==> config.mk <==
export PLATFORM = sky130hd
export DESIGN_NAME = instruction_fetch_unit_flat
export DESIGN_NICKNAME = d
export VERILOG_FILES = /design/src/rtl/instruction_fetch_unit_if.sv /design/src/rtl/instruction_fetch_unit.sv /design/src/flat_wrapper.sv
export SDC_FILE = /design/constraint.sdc
export NUM_CORES = 1
export LEC_CHECK = 0
export CORE_ASPECT_RATIO = 0.6
export CORE_MARGIN = 5
export CORE_UTILIZATION = 43
export DETAILED_ROUTE_END_ITERATION = 6
export PLACE_DENSITY = 0.83
export SETUP_SLACK_MARGIN = 0.4
export SYNTH_ARGS = -nofsm -noshare
export SYNTH_HDL_FRONTEND = slang
export SYNTH_SLANG_ARGS = --single-unit
==> constraint.sdc <==
create_clock -name clk -period 4.6 [get_ports clk]
set_input_delay 0.92 -clock clk [delete_from_list [all_inputs] [get_ports clk]]
set_output_delay 0.92 -clock clk [all_outputs]
set_load 0.02 [all_outputs]
==> src/rtl/instruction_fetch_unit_if.sv <==
// Fetch unit bus bundle: PC-side request, decode-side handoff and
// instruction-memory read handshake.
//   master : seen by the fetch unit (drives mem_req/mem_addr, instruction,
//            instr_valid, stall, fetch_fault, fetch_count)
//   slave  : seen by the surrounding PC / memory / decode environment
interface instruction_fetch_unit_if #(
    parameter int unsigned ADDR_WIDTH = 32,
    parameter int unsigned DATA_WIDTH = 32
);
    logic [ADDR_WIDTH-1:0] address;
    logic                  fetch_en;
    logic                  flush;
    logic                  decode_ready;
    logic                  mem_req;
    logic [ADDR_WIDTH-1:0] mem_addr;
    logic                  mem_ack;
    logic [DATA_WIDTH-1:0] mem_rdata;
    logic [DATA_WIDTH-1:0] instruction;
    logic                  instr_valid;
    logic                  stall;
    logic                  fetch_fault;
    logic [31:0]           fetch_count;

    modport master (
        input  address, fetch_en, flush, decode_ready, mem_ack, mem_rdata,
        output mem_req, mem_addr, instruction, instr_valid, stall,
               fetch_fault, fetch_count
    );

    modport slave (
        output address, fetch_en, flush, decode_ready, mem_ack, mem_rdata,
        input  mem_req, mem_addr, instruction, instr_valid, stall,
               fetch_fault, fetch_count
    );
endinterface

==> src/rtl/instruction_fetch_unit.sv <==
// Instruction fetch unit: takes the PC address, issues a handshaked read to
// instruction memory, holds the returned instruction until decode accepts it,
// and stalls the PC while a fetch is outstanding or unaccepted.
// Ports:
//   clk    - system clock, rising edge
//   reset  - synchronous, active-high reset
//   bus    - instruction_fetch_unit_if.master (address, fetch_en, flush,
//            decode_ready, mem_req, mem_addr, mem_ack, mem_rdata,
//            instruction, instr_valid, stall, fetch_fault, fetch_count)
// Optional feature: define FETCH_COUNT_EN to build the completed-fetch
// counter on fetch_count; otherwise fetch_count is tied to zero.
module instruction_fetch_unit #(
    parameter int unsigned ADDR_WIDTH  = 32,
    parameter int unsigned DATA_WIDTH  = 32,
    parameter int unsigned MEM_TIMEOUT = 15
) (
    input  logic                     clk,
    input  logic                     reset,
    instruction_fetch_unit_if.master bus
);

    localparam int unsigned TMO_W    = 8;
    localparam int unsigned CNT_W    = 32;
    localparam logic [TMO_W-1:0] TMO_LAST = TMO_W'(MEM_TIMEOUT - 1);

    typedef enum logic [1:0] {
        S_IDLE,
        S_WAIT,
        S_DRAIN,
        S_VALID
    } state_e;

    state_e                state_q, state_d;
    logic                  mem_req_q, mem_req_d;
    logic [ADDR_WIDTH-1:0] mem_addr_q, mem_addr_d;
    logic [DATA_WIDTH-1:0] instruction_q, instruction_d;
    logic                  instr_valid_q, instr_valid_d;
    logic                  fetch_fault_q, fetch_fault_d;
    logic [TMO_W-1:0]      tmo_q, tmo_d;
    logic                  aligned_c;
    logic                  stall_c;

    assign aligned_c = (bus.address[1:0] == 2'b00);

    // State and output registers
    always_ff @(posedge clk) begin
        if (reset) begin
            state_q       <= S_IDLE;
            mem_req_q     <= 1'b0;
            mem_addr_q    <= '0;
            instruction_q <= '0;
            instr_valid_q <= 1'b0;
            fetch_fault_q <= 1'b0;
            tmo_q         <= '0;
        end else begin
            state_q       <= state_d;
            mem_req_q     <= mem_req_d;
            mem_addr_q    <= mem_addr_d;
            instruction_q <= instruction_d;
            instr_valid_q <= instr_valid_d;
            fetch_fault_q <= fetch_fault_d;
            tmo_q         <= tmo_d;
        end
    end

    // Next-state and next-output logic
    always_comb begin
        state_d       = state_q;
        mem_req_d     = mem_req_q;
        mem_addr_d    = mem_addr_q;
        instruction_d = instruction_q;
        instr_valid_d = instr_valid_q;
        fetch_fault_d = 1'b0;
        tmo_d         = tmo_q;

        unique case (state_q)
            S_IDLE: begin
                if (!bus.flush && bus.fetch_en) begin
                    if (aligned_c) begin
                        mem_addr_d = bus.address;
                        mem_req_d  = 1'b1;
                        tmo_d      = '0;
                        state_d    = S_WAIT;
                    end else begin
                        fetch_fault_d = 1'b1;
                    end
                end
            end

            S_WAIT: begin
                if (bus.mem_ack) begin
                    mem_req_d = 1'b0;
                    if (bus.flush) begin
                        // Branch redirect in the same cycle: drop the data
                        state_d = S_IDLE;
                    end else begin
                        instruction_d = bus.mem_rdata;
                        instr_valid_d = 1'b1;
                        state_d       = S_VALID;
                    end
                end else if (tmo_q == TMO_LAST) begin
                    fetch_fault_d = 1'b1;
                    mem_req_d     = 1'b0;
                    state_d       = S_IDLE;
                end else begin
                    tmo_d = tmo_q + TMO_W'(1);
                    // Request stays up; the pending ack is swallowed in DRAIN
                    if (bus.flush) begin
                        state_d = S_DRAIN;
                    end
                end
            end

            S_DRAIN: begin
                // Timeout keeps counting from WAIT so total outstanding time is bounded
                if (bus.mem_ack) begin
                    mem_req_d = 1'b0;
                    state_d   = S_IDLE;
                end else if (tmo_q == TMO_LAST) begin
                    fetch_fault_d = 1'b1;
                    mem_req_d     = 1'b0;
                    state_d       = S_IDLE;
                end else begin
                    tmo_d = tmo_q + TMO_W'(1);
                end
            end

            S_VALID: begin
                if (bus.flush) begin
                    instr_valid_d = 1'b0;
                    state_d       = S_IDLE;
                end else if (bus.decode_ready) begin
                    instr_valid_d = 1'b0;
                    state_d       = S_IDLE;
                    if (bus.fetch_en) begin
                        if (aligned_c) begin
                            // Back-to-back fetch with no idle bubble
                            mem_addr_d = bus.address;
                            mem_req_d  = 1'b1;
                            tmo_d      = '0;
                            state_d    = S_WAIT;
                        end else begin
                            fetch_fault_d = 1'b1;
                        end
                    end
                end
            end

            default: begin
                state_d = S_IDLE;
            end
        endcase
    end

    // PC hold request, combinational so the PC freezes in the issuing cycle
    always_comb begin
        stall_c = 1'b0;
        unique case (state_q)
            S_IDLE:  stall_c = bus.fetch_en && aligned_c && !bus.flush;
            S_WAIT:  stall_c = 1'b1;
            S_DRAIN: stall_c = 1'b1;
            S_VALID: stall_c = !bus.decode_ready;
            default: stall_c = 1'b0;
        endcase
    end

    assign bus.mem_req     = mem_req_q;
    assign bus.mem_addr    = mem_addr_q;
    assign bus.instruction = instruction_q;
    assign bus.instr_valid = instr_valid_q;
    assign bus.fetch_fault = fetch_fault_q;
    assign bus.stall       = stall_c;

`ifdef FETCH_COUNT_EN
    logic             fetch_done_c;
    logic [CNT_W-1:0] fetch_count_q;

    // A fetch completes on the WAIT->VALID transition only
    assign fetch_done_c = (state_q == S_WAIT) && bus.mem_ack && !bus.flush;

    // Completed-fetch counter, wraps naturally
    always_ff @(posedge clk) begin
        if (reset) begin
            fetch_count_q <= '0;
        end else if (fetch_done_c) begin
            fetch_count_q <= fetch_count_q + CNT_W'(1);
        end
    end

    assign bus.fetch_count = fetch_count_q;
`else
    assign bus.fetch_count = CNT_W'(0);
`endif

endmodule

==> src/flat_wrapper.sv <==
// flat-port wrapper written by rule: the top's interface ports become plain ports
module instruction_fetch_unit_flat 
#(
    parameter int unsigned ADDR_WIDTH  = 32,
    parameter int unsigned DATA_WIDTH  = 32,
    parameter int unsigned MEM_TIMEOUT = 15
)
  (clk, reset, bus_address, bus_fetch_en, bus_flush, bus_decode_ready, bus_mem_ack, bus_mem_rdata, bus_mem_req, bus_mem_addr, bus_instruction, bus_instr_valid, bus_stall, bus_fetch_fault, bus_fetch_count);
  instruction_fetch_unit_if #(.ADDR_WIDTH(ADDR_WIDTH), .DATA_WIDTH(DATA_WIDTH)) bus_i ();
  input  logic clk;
  input  logic reset;
  input wire logic [$bits(bus_i.address)-1:0] bus_address;
  input wire logic [$bits(bus_i.fetch_en)-1:0] bus_fetch_en;
  input wire logic [$bits(bus_i.flush)-1:0] bus_flush;
  input wire logic [$bits(bus_i.decode_ready)-1:0] bus_decode_ready;
  input wire logic [$bits(bus_i.mem_ack)-1:0] bus_mem_ack;
  input wire logic [$bits(bus_i.mem_rdata)-1:0] bus_mem_rdata;
  output wire logic [$bits(bus_i.mem_req)-1:0] bus_mem_req;
  output wire logic [$bits(bus_i.mem_addr)-1:0] bus_mem_addr;
  output wire logic [$bits(bus_i.instruction)-1:0] bus_instruction;
  output wire logic [$bits(bus_i.instr_valid)-1:0] bus_instr_valid;
  output wire logic [$bits(bus_i.stall)-1:0] bus_stall;
  output wire logic [$bits(bus_i.fetch_fault)-1:0] bus_fetch_fault;
  output wire logic [$bits(bus_i.fetch_count)-1:0] bus_fetch_count;
  assign bus_i.address = bus_address;
  assign bus_i.fetch_en = bus_fetch_en;
  assign bus_i.flush = bus_flush;
  assign bus_i.decode_ready = bus_decode_ready;
  assign bus_i.mem_ack = bus_mem_ack;
  assign bus_i.mem_rdata = bus_mem_rdata;
  assign bus_mem_req = bus_i.mem_req;
  assign bus_mem_addr = bus_i.mem_addr;
  assign bus_instruction = bus_i.instruction;
  assign bus_instr_valid = bus_i.instr_valid;
  assign bus_stall = bus_i.stall;
  assign bus_fetch_fault = bus_i.fetch_fault;
  assign bus_fetch_count = bus_i.fetch_count;
  instruction_fetch_unit #(.ADDR_WIDTH(ADDR_WIDTH), .DATA_WIDTH(DATA_WIDTH), .MEM_TIMEOUT(MEM_TIMEOUT)) u_core (.clk(clk), .reset(reset), .bus(bus_i));
endmodule
Word-level counts from Yosys, hierarchy flattened:

Index checks and enable logic that the tools add are counted.

* bits in registers: 77
* input port bits: 70
* word-level logic and storage cells: 91

* add/sub/neg operators: 1
* equal/unequal tests: 17
* muxes and demuxes: 49
* bitwise operators: 1
* reduce and logical (&&, ||, !) cells: 16

Operators with widths (count)
* $mux 32: 5
* $pmux 32 s2: 1
* $mux 8: 7
* $pmux 8 s3: 1
* $mux 2: 11
* $mux 1: 19
* $reduce_and 5->1: 3
* $ne 2x2->1 const B: 7
* $pmux 1 s3: 3
* $add 8x1->8 const B: 1
* $eq 8x4->1 const B: 1
* $pmux 2 s4: 1
* $reduce_and 6->1: 1
* $eq 2x2->1 const B: 2
* $logic_not 2->1: 2
* $ne 2x1->1 const B: 2
* $ne 4x3->1 const B: 1
* $reduce_and 4->1: 1
* $reduce_bool 2->1: 2
* $logic_and 1x1->1: 3
* $ne 3x1->1 const B: 1
* $ne 3x2->1 const B: 1
* $ne 3x3->1 const B: 1
* $reduce_and 3->1: 1
* other kinds (5): 6

Depth between registers and ports, before layout:

* word-level depth: 6
* gate-level depth with buffers: 8
* gate-level depth less buffers: 6

Worst setup path after synthesis:

No wires, ideal clock.

* kind: input -> output
* start: input port bus_address[0]
* end: output port bus_stall
* data arrival time: 1902 ps
* required time: 3680 ps
* slack: 1778 ps
* cell stages on the path: 2
* cell sequence: or4b_4 > a21oi_1

* longest elaborated chain between the ends: 4

RTL lines
* start: declaration: line flat_wrapper.sv:12 `input wire logic [$bits(bus_i.address)-1:0] bus_address;`
* $logic_not 2->1: line instruction_fetch_unit.sv:43 `assign aligned_c = (bus.address[1:0] == 2'b00);`
* $logic_and 1x1->1 (2 in a row): line instruction_fetch_unit.sv:159 `S_IDLE: stall_c = bus.fetch_en && aligned_c && !bus.flush;`
* $pmux 1 s3: line instruction_fetch_unit.sv:158 `unique case (state_q)`
* end: declaration: line flat_wrapper.sv:22 `output wire logic [$bits(bus_i.stall)-1:0] bus_stall;`

Every way passes these cells.

Worst setup path after layout:

* start: input port bus_flush
* end: output port bus_stall

* longest elaborated chain between the ends: 3

RTL lines
* start: declaration: line flat_wrapper.sv:14 `input wire logic [$bits(bus_i.flush)-1:0] bus_flush;`
* $logic_not 1->1: line instruction_fetch_unit.sv:159
* $logic_and 1x1->1: line instruction_fetch_unit.sv:159
* $pmux 1 s3: line instruction_fetch_unit.sv:158

Every way passes these cells.

==> impl_metrics.yaml <==
run_status:
  status: "completed"
logic_synthesis:
  ys.warnings.count: 0
  synth_seq_cells: 77
  netlist_area_sq_um: 3380
  avgSynthCellArea_sq_um: 8.08
  async_flop_share_pct: 0
  synth_common_cells: "nand2_1 (128), dfxtp_1 (77), a21oi_1 (68), buf_4 (32), clkbuf_1 (16)"
  synth_top_area_share_pct: 45.7
  synth_cell_types: 44
  syn_inst: 418
  synth_seq_area_share_pct: 45.7
  yosysTopAreaCell: "dfxtp_1"
  synth-edff-count: 0
  yosysMostFrequentCell: "nand2_1"
  synth_ff_type: "dfxtp_1"
  synth_area_leaders: "dfxtp_1 (46%), nand2_1 (14%), a21oi_1 (10%)"
die:
  initial_core_util_pct: 43.5
  core_area_sq_um: 7760
  dieArea_sq_um: 9780
  pin_count: 170
  num_rows: 25
  dieHeight_microns: 78.6
  die_x_microns: 124
critical_path:
  r2r_end: "u_core.tmo_q[3]"
  reg2regPathDepth: 6
  arrival_ns: 2.81
  cp_data_required_time_ns: 3.68
  crit_path_top_delay_cell: "clkdlybuf4s50_1"
  slowest_delay_ns: 0.63
  cp_common_cell: "clkdlybuf4s50_1"
  worst_setup_path_start_kind: "input port"
  cp_max_fo: 6
  rr_startpoint: "u_core.state_q[0]"
  startpoint: "bus_flush"
  endpoint: "bus_stall"
  worstSetupPathType: "input port to primary output"
  crit_path_cell_trace: "clkdlybuf4s50_1 -> or4b_4 -> a21oi_1 -> clkdlybuf4s50_1"
  setup.worst_path.end_class: "primary output"
  reg2reg_slack_ns: 2.48
placement:
  port_buffers: 137
  dp_hpwl_microns: 6990
  gp_congestion: 0.899
  post-place-ws_ns: 0.881
drt:
  ant_nets: 0
  drc: 0
  avgViaCountPerCell: 4.88
  wl_per_cell_microns: 14.5
  vias: 3208
  drt-total-wl_microns: 9510
  first_pass_iters: 5
  drt-initial-drc-count: 189
timing:
  rsz0062_at_grt: "false"
  finalHoldViolations: 0
  finalSetupViolations: 0
  max-slew-margin-rel_pct: 49.7
  worst_pin_slew_ns: 0.755
  clock_skew_ns: 0.00449
  setup_tns_ns: 0
  setup_slack_ns: 0.873
  drv_slew: 0
  max_freq_mhz: 268
  period_share_pct: 81.0
  min_period_ns: 3.73
global_routing:
  antenna_found_initial: 0
  grt_use_met2_pct: 32.3
  grt_pass1_wl_microns: 15600
  grt.busiest_layer: "met2"
  grt_pass1_vias: 3257
  met3_usage_pct: 8.70
  grt_overflow: 0
  grt_usage_pct: 19.4
  grt_max_degree: 43
  met1_usage_pct: 22.7
power_and_ir_drop:
  seqPwrFrac_pct: 38.9
  p_int_mw: 1.34
  clockPowerShare_pct: 41.2
  p_per_area_nw_per_um2: 368
  sw_frac_of_total_pct: 26.7
  power_mw: 1.83
  max-vdd-ir-drop_v: 0.000244
  p_sw_uw: 489
  leakage_nw: 1.74
  pwr-share-comb_pct: 19.9
finish:
  area_growth_pct: 47.1
  drive_gt1_share_pct: 5.10
  n_antenna_cell: 0
  regArea_sq_um: 1540
  nets: 622
  multiInputGateArea_sq_um: 1550
  fill_cells: 687
cts:
  ctsHoldBuffers: 0
  cts.repair.resized: 0
  cts_tree: "done"
  worstSkewPairLatency_ns: 0.33
  clk_path_buf_depth: 2
  htreeDepth: 3
  cts_root_buf: "clkbuf_16"
  cts_buffers: 9
  clock_sinks: 77
  clk_pin_slew_ns: 0.06
  cts_setup_buffers: 0
worst_hold_path:
  hold_class: "register to register"
  hp-start: "u_core.bus.instruction[8]"
flow_run:
  max_cap_viol_count: 0
==> worst max-delay path: cells and delay by family <==
| family | cells | cell delay, ns |
|---|---|---|
| AO/OA/AOI/OAI | 1 | 0.17 |
| buffers and inverters | 2 | 1.12 |
| AND/OR/NAND/NOR | 1 | 0.59 |
==> cell families (layout without fill, tap and decap cells) <==
family          Yosys count  in the layout  share of synthesized area, %
mux                       1              1                         0.297
simple gates            172            172                          22.4
compound gates           98             98                          17.1
flops                    77             77                          45.7
buf+inv                  62            162                          11.8
fa+ha+maj                 7              7                          2.59
other cells               1             32                         0.111
==> worst min-delay path by stage <==
stage,slack (ns),endpoint,cells past startpoint
after floorplan,0.46,u_core.tmo_q[4],1
after global placement,0.44,u_core.bus.mem_addr[2],2
after detailed placement,0.45,u_core.bus.instruction[13],2
after CTS,0.45,u_core.bus.instruction[13],2
after global routing,0.47,u_core.bus.instruction[8],2
final,0.45,u_core.bus.instruction[8],2
==> sequential cells by signal (all words and copies together) (netlist names) <==
name,flops
u_core.bus.fetch_fault,1
u_core.bus.instr_valid,1
u_core.bus.instruction,32
u_core.bus.mem_addr,32
u_core.bus.mem_req,1
u_core.state_q,2
u_core.tmo_q,8
==> placed cells by master, fill, tap and decap left out, types with 2 or more instances in the layout <==
master | Yosys | final
clkdlybuf4s50_1 | 0 | 136
nand2_1 | 128 | 128
dfxtp_1 | 77 | 77
a21oi_1 | 68 | 68
conb_1 | 1 | 32
nor2_1 | 9 | 9
clkbuf_16 | 0 | 9
nand2b_1 | 8 | 8
inv_1 | 7 | 7
ha_1 | 7 | 7
o21ai_0 | 5 | 5
a221oi_1 | 5 | 5
o22ai_1 | 4 | 4
o32ai_1 | 4 | 4
nor2b_1 | 3 | 3
nor3_1 | 3 | 3
nor3b_1 | 3 | 3
nand3_1 | 3 | 3
nand4_1 | 3 | 3
buf_4 | 32 | 3
a31oi_1 | 2 | 2
or2_2 | 2 | 2
clkinv_4 | 0 | 2
bufinv_16 | 0 | 2
==> routing by layer <==
layer | vias up | wire length (microns)
met5 | - | 0
met4 | 0 | 114
met3 | 13 | 902
met2 | 135 | 4400
met1 | 1477 | 4100
li1 | 1583 | -
==> cell type report <==
class                   count  share of cell area, %
multi-input cells         310                   31.2
flip-flops and latches     77                   31.0
well taps                 108                   2.72
clock inverters             5                   1.71
repair buffers            140                   28.0
clock buffers              10                   4.81
inverters                   7                  0.529
==> metrics by stage <==
stage / hold slack (ns) / instances / instance area (sq um) / util (%)
final: 0.453 / 657 / 4970 / 64.0
after global routing: 0.469 / 657 / 4970 / 64.0
after CTS: 0.453 / 657 / 4970 / 64.0
after detailed placement: 0.445 / 642 / 4640 / 59.9
after global placement: 0.440 / 642 / 4640 / 59.9
after floorplan: 0.460 / 449 / 3490 / -
==> power by group through the flow <==
stage          Combinational [mW]  Sequential (mW)  Clock, mW
2_1_floorplan               0.202            0.753          0
3_3_place_gp                0.348            0.724          0
3_5_place_dp                0.359            0.726          0
4_1_cts                     0.361            0.712      0.770
5_1_grt                     0.392            0.715      0.802
6_report                    0.364            0.711      0.755
Power figures use the tool's default switching activity.
